[src/rtl/cfs_stream_packer.sv]
// Packs RATIO consecutive DATA_WIDTH input words into one wide word behind a registered valid/ready output.
// Optional partial-word flush is compiled in with `define CFS_STREAM_PACKER_FLUSH_EN.
module cfs_stream_packer #(
  parameter  int DATA_WIDTH = 32,
  parameter  int RATIO      = 4,
  localparam int CNT_WIDTH  = $clog2(RATIO + 1)
) (
  input  logic                        clk,
  input  logic                        reset,
  input  logic                        in_valid,
  input  logic [DATA_WIDTH-1:0]       in_data,
  output logic                        in_ready,
  output logic                        out_valid,
  output logic [DATA_WIDTH*RATIO-1:0] out_data,
  output logic [CNT_WIDTH-1:0]        out_cnt,
  input  logic                        out_ready
`ifdef CFS_STREAM_PACKER_FLUSH_EN
  ,
  input  logic                        flush
`endif
);

  logic                        flush_i;
  logic [CNT_WIDTH-1:0]        cnt_q, cnt_d;
  logic [DATA_WIDTH-1:0]       acc_q [RATIO];
  logic [DATA_WIDTH-1:0]       acc_d [RATIO];
  logic                        out_valid_q, out_valid_d;
  logic [DATA_WIDTH*RATIO-1:0] out_data_q, out_data_d;
  logic [CNT_WIDTH-1:0]        out_cnt_q, out_cnt_d;
  logic                        free;
  logic                        accept;
  logic                        full_load;
  logic                        flush_load;
  logic                        load;
  logic [CNT_WIDTH-1:0]        eff_cnt;
  logic [DATA_WIDTH*RATIO-1:0] packed_word;

`ifdef CFS_STREAM_PACKER_FLUSH_EN
  assign flush_i = flush;
`else
  assign flush_i = 1'b0;
`endif

  assign free       = !out_valid_q || out_ready;
  assign in_ready   = (cnt_q != CNT_WIDTH'(RATIO - 1)) || free;
  assign accept     = in_valid && in_ready;
  assign eff_cnt    = cnt_q + CNT_WIDTH'(accept);
  assign full_load  = accept && (cnt_q == CNT_WIDTH'(RATIO - 1));
  // A flush reaching a full count is just a normal full load.
  assign flush_load = flush_i && free && (eff_cnt != '0) && (eff_cnt != CNT_WIDTH'(RATIO));
  assign load       = full_load || flush_load;

  // Lanes below cnt come from the accumulator, lane cnt from the incoming word, the rest are zero.
  // The top accumulator lane is never written, so it stays at its reset value.
  always_comb begin
    packed_word = '0;
    for (int k = 0; k < RATIO; k++) begin
      acc_d[k] = acc_q[k];
      if (CNT_WIDTH'(k) < cnt_q) begin
        packed_word[k*DATA_WIDTH +: DATA_WIDTH] = acc_q[k];
      end else if ((CNT_WIDTH'(k) == cnt_q) && accept) begin
        packed_word[k*DATA_WIDTH +: DATA_WIDTH] = in_data;
      end
      if (accept && !load && (CNT_WIDTH'(k) == cnt_q)) begin
        acc_d[k] = in_data;
      end
    end
  end

  always_comb begin
    cnt_d       = cnt_q;
    out_valid_d = out_valid_q;
    out_data_d  = out_data_q;
    out_cnt_d   = out_cnt_q;
    if (load) begin
      cnt_d       = '0;
      out_valid_d = 1'b1;
      out_data_d  = packed_word;
      out_cnt_d   = eff_cnt;
    end else begin
      if (accept) begin
        cnt_d = cnt_q + 1'b1;
      end
      if (out_ready) begin
        out_valid_d = 1'b0;
      end
    end
  end

  always_ff @(posedge clk or posedge reset) begin
    if (reset) begin
      cnt_q       <= '0;
      out_valid_q <= 1'b0;
      out_data_q  <= '0;
      out_cnt_q   <= '0;
      for (int k = 0; k < RATIO; k++) begin
        acc_q[k] <= '0;
      end
    end else begin
      cnt_q       <= cnt_d;
      out_valid_q <= out_valid_d;
      out_data_q  <= out_data_d;
      out_cnt_q   <= out_cnt_d;
      for (int k = 0; k < RATIO; k++) begin
        acc_q[k] <= acc_d[k];
      end
    end
  end

  assign out_valid = out_valid_q;
  assign out_data  = out_data_q;
  assign out_cnt   = out_cnt_q;

endmodule

[config.mk]
export PLATFORM = sky130hd
export DESIGN_NAME = cfs_stream_packer
export DESIGN_NICKNAME = d
export VERILOG_FILES = /design/src/rtl/cfs_stream_packer.sv
export SDC_FILE = /design/constraint.sdc
export NUM_CORES = 1
export LEC_CHECK = 0
export CORE_MARGIN = 2
export CORE_UTILIZATION = 45
export CTS_CLUSTER_SIZE = 14
export DETAILED_ROUTE_END_ITERATION = 8
export GPL_ROUTABILITY_DRIVEN = 0
export GPL_TIMING_DRIVEN = 0
export HOLD_SLACK_MARGIN = 0.15
export PLACE_DENSITY_LB_ADDON = 0.2
export REMOVE_ABC_BUFFERS = 1
export SLEW_MARGIN = 15
export SYNTH_ARGS = -nofsm -noshare
export SYNTH_HDL_FRONTEND = slang
export SYNTH_SLANG_ARGS = --single-unit
export TNS_END_PERCENT = 50
[constraint.sdc]
create_clock -name clk -period 10.3 [get_ports clk]
set_input_delay 1.545 -clock clk [delete_from_list [all_inputs] [get_ports clk]]
set_output_delay 1.545 -clock clk [all_outputs]
set_load 0.02 [all_outputs]
* Yosys cells after proc, flatten, opt, wreduce, memory -nomap -nowiden
Index checks and enable logic that the tools add are counted.
** Word-level totals
- Word-level logic and storage cells :: 49
- ROM bits :: 0
- Bits in registers :: 263
- Memories :: 0
- Bits in latches :: 0
- Input port bits :: 36
- Output and inout bits :: 133
- Memory bits (writable) :: 0
** Operators by class
- Order comparisons :: 4
- Bitwise logic cells :: 0
- Reduce and logical (&&, ||, !) cells :: 18
- Eq/ne operators :: 5
- Shift-type cells :: 0
- Mux-type cells :: 12
- Multipliers :: 0
- $add $sub $neg :: 2
- Divide/modulo/power cells :: 0
** Operator list (count)
- two-way mux 32 bit :: 8
- logical AND 1 bit :: 11
- equality test 2 x 3 -> 1 bit (first input constant) :: 2
- < comparator 1 x 3 -> 1 bit (first input constant) :: 2
- < comparator 2 x 3 -> 1 bit (first input constant) :: 2
- two-way mux 3 bit :: 2
- nonzero test 2 bit :: 2
- adder 3 x 1 -> 3 bit :: 1
- adder 3 x 1 -> 3 bit (second input constant) :: 1
- equality test 1 x 3 -> 1 bit (first input constant) :: 1
- equality test 3 x 2 -> 1 bit (second input constant) :: 1
- logical NOT 3 bit :: 1
- inequality test 3 x 2 -> 1 bit (second input constant) :: 1
- logical NOT 1 bit :: 2
- logical OR 1 bit :: 2
- two-way mux 1 bit :: 2

* Logic depth before layout (Yosys ltp)
Gate-level depths: netlist of the first run.
- Word-level depth :: 8
- Gate-level depth with buffers :: 6

* Least setup slack after synthesis of the first run
OpenSTA, ideal clock, no wires.
- Path kind :: in2out
- Start :: input port out_ready
- End :: output port in_ready
- Path buffers :: 0
- Required time :: 8.755 ns
- Path slack :: 6.591 ns
- Arrival :: 2.164 ns
- Cell stages on the path :: 2
- Cell sequence :: nand2b_1 > or3_1
** On the way
- Longest elaborated chain between the ends :: 2
** RTL lines
- from (decl) :: line 16 : input logic out_ready
- logical OR 1 bit :: line 44 : assign free = !out_valid_q || out_ready;
- logical OR 1 bit :: line 45 : assign in_ready = (cnt_q != CNT_WIDTH'(RATIO - 1)) || free;
- to (decl) :: line 12 : output logic in_ready,
Every way passes these cells.

* Worst setup path in the final report of the first run
Ends and elaborated chain as after synthesis.

==> impl_results.md, run 1 <==
* Outcome: finished clean
* IO Count at about 170
* Dpl cell area at roughly 13,000 sq um
* Post-detail-place hpwl at around 14,000 microns
* Max-Cap Viols at 0
* Least-Margin Pin Slew at around 0.70 ns
* Met3 Use GR at 0.04192
* Port Buf Inserts at around 170
* Maximum vdd drop at roughly 0.18 mV
* Die Y at ~160 microns
* Slew headroom at 0.5347
* Worst path max stage delay at a little under 0.6 ns
* Synth top area share at 0.6133
* Layout cells sized above 1 at 0.3204
* Yosys Warn Count at 0
* Post-CTS Setup Bufs at 0
* Vias in the first global route at around 6,400
* Sum Neg Setup Slack at 0 ns
* Final hold violations at 0
* Slowest stage cell, crit path: clkdlybuf4s50_1
* Tot GR Track Use at 0.1767
* Static leakage at about 0.0060 uW
* Post-route ant nets at 0
* Asr flop ratio synth at 1.000
* WL per Instance at ~18 microns
* Antenna fix cells at 0
* Final Instance Area at 13,530 sq um
* Final setup fails at 0
* Crit path capture type: primary output
* Final WL at 21,790 microns
* Worst setup SP type: input pin
* H-tree depth at 1
* Min-Delay Path Class: register to register
* Pwr dens at approximately 330 nW/um^2
* Initial core utilization at 0.4572
* First-pass GRT wire length at between 30,000 and 40,000 microns
* Die area at about 25,000 sq um
* GRT overflow at 0
* Synth-to-layout area growth at 26.04%
* # DRC at 0
* Later-pin clock latency in the skew report at between 0.5 and 0.6 ns
* Largest area contributor in the synthesized netlist: dfrtp_1
* RSZ-0062 raised after global routing: false
* Synth cell count leaders: 263 x dfrtp_1, 177 x mux2_2, 47 x mux2_4
* Vias post-DR at around 5,800
* Register area share after synthesis at 0.6133
* DR iter-0 viols at roughly 240
* Met2 global-route usage at 0.2855
* Max-slew violations at 0
* CTS Root Cell: clkbuf_16
* M1 GR Usage at 0.2425
* CP max FO at 4
* Clock transition at the registers of the reported paths at 0.05 ns
* Post_cts resized at 0
* Busiest grt layer: met2
* Detailed Routing Iterations Pass 1 at 4
* WP data arrival at 3.13 ns
* Core Area at roughly 23,000 sq um
* CTS tree: done
* # fillers at 1,850
* Avg Vias per Cell at between 4 and 5
* Req. time, crit path at slightly below 9 ns
* Die W at approximately 160 microns
* Leading cell type by number of instances after synthesis: dfrtp_1
* TritonCTS Sinks at around 260
* Worst Skew at roughly 0.011 ns
* Ys flop type: dfrtp_1
* TritonCTS buffer count at 28
* Post-synth cell types at 28
* Fmax at 214.0 MHz
* Initial antenna violation count at 0
* Crit path time final at ~4.7 ns
* NumNets Final at around 900
* Largest net degree at the start of global routing at 118
* Crit-path cells: clkdlybuf4s50_1 > nand2b_1 > or3_1 > clkdlybuf4s50_1
* Final Cycle Share at 0.4536
* Num rows at 56
* Synthesized area at roughly 11,000 sq um
* Most frequent cell on the critical path: clkdlybuf4s50_1
* Critical path type: input pin to primary output
* Cells after Synth at slightly above 700
* Hold Buf Count CTS at 0
* Longest Clk Path Bufs at 3
* Yosys reg bits at around 260
* Mapped Avg Cell Area at ~15 sq um
* Post-synth EDFFs at 0
* Largest cells by area after synthesis: dfrtp_1 61%, mux2_2 19%, mux2_4 6.6%
==> power breakdown <==
part	switching (uW)	internal (uW)
registers	251	1470
clock network	377	538
logic	794	992
==> final cells by class <==
class	count	area, sq um	share of cell area
multi-input cells	352	3621	0.2677
inverters	35	138.9	0.01027
clock inverters	1	8.758	0.0006475
flip-flops and latches	263	6583	0.4867
repair buffers	180	1957	0.1447
clock buffers	43	818.3	0.06050
well taps	319	399.1	0.02951
==> final timing paths <==
| check | start | end | slack [ns] | depth (start not counted) |
|---|---|---|---|---|
| worst max-delay path | out_ready | in_ready | 5.63 | 4 |
| worst min-delay path | acc_q[13]$_DFFE_PP0P_ | acc_q[13]$_DFFE_PP0P_ | 0.37 | 0 |
| worst max register to register | cnt_q[2]$_DFFE_PP0P_ | acc_q[69]$_DFFE_PP0P_ | 7.38 | 6 |
| worst min register to register | acc_q[13]$_DFFE_PP0P_ | acc_q[13]$_DFFE_PP0P_ | 0.37 | 0 |
| max in group asynchronous | reset | cnt_q[2]$_DFFE_PP0P_ | 8.03 | 3 |
| min in group asynchronous | reset | out_data[109]$_DFFE_PP0P_ | 1.41 | 2 |
==> worst max-delay path: cells and delay by family <==
family / cells / cell delay, ns
and+or+nand+nor: 2 / 0.59
buffers and inverters: 2 / 0.98
==> cells in the final DEF, fill, tap and decap left out <==
cell type,count
dfrtp_1,262
mux2_2,177
clkdlybuf4s50_1,168
mux2_4,47
nand2_1,36
inv_1,34
mux2i_1,32
clkbuf_16,29
nor2b_1,27
clkbuf_1,10
buf_16,6
and2b_1,5
ha_1,5
clkbuf_8,4
buf_12,4
mux2_1,3
nor2b_4,2
nand2b_1,2
and2_1,2
o21ai_0,2
a21oi_1,2
buf_8,2
or2_2,1
nand2_2,1
and3b_4,1
nand3_4,1
or3_1,1
inv_8,1
nand3_2,1
nand3_1,1
nor2_1,1
a21o_1,1
nor3_4,1
clkinv_4,1
dfrtp_2,1
==> state kept, by name (all words and copies together) (netlist names) <==
register / flops
cnt_q: 3
out_cnt: 3
out_data: 128
out_valid: 1
acc_q: 128
==> kinds of logic after synthesis <==
logic type      count (synthesis)  synth area share
mux                           259            0.2845
flops                         263            0.6133
buf+inv                       103           0.05200
compound gates                  5          0.002565
simple gates                   83           0.04186
fa+ha+maj                       5          0.005830
==> per-stage QoR <==
stage	instances	hold slack (ns)	worst slack (ns)	utilization	power [uW]
finish	1193	0.3694	5.628	0.5762	4424
global route	1193	0.3814	5.596	0.5762	4687
CTS	1193	0.3747	5.633	0.5762	4491
detailed placement	1149	0.3622	5.654	0.5410	3551
global placement	1137	0.3595	-1.193	0.5277	3500
floorplan	650	0.3486	1.515	-	2779
==> per-layer routing <==
| layer | vias to the layer above | part of all wire |
|---|---|---|
| li1 | 2682 | - |
| met1 | 2957 | 0.45 |
| met2 | 142 | 0.47 |
| met3 | 30 | 0.060 |
| met4 | 0 | 0.018 |
| met5 | - | 0 |
No activity file was read; power rests on OpenSTA's default activity.
==> run 2: changes to the inputs <==
- clock period: 10.3 -> 3.8 ns (I/O delays scaled with it)
==> results of run 2 <==
Same layout as run 1 (identical final DEF). Status: finished clean.
Main changes from that run: setup slack after placement 5.654 ns -> 0.7433 ns; clock-pin slew on the worst setup and hold paths 0.05 ns -> 0.06 ns; setup slack after layout 5.628 ns -> 0.7549 ns; start point of the critical path out_ready -> cnt_q[2]$_DFFE_PP0P_; register-to-register setup slack 7.38 ns -> 0.88 ns; total power 4424 uW -> 11990 uW; worst IR drop on VDD 0.1813 mV -> 0.4914 mV
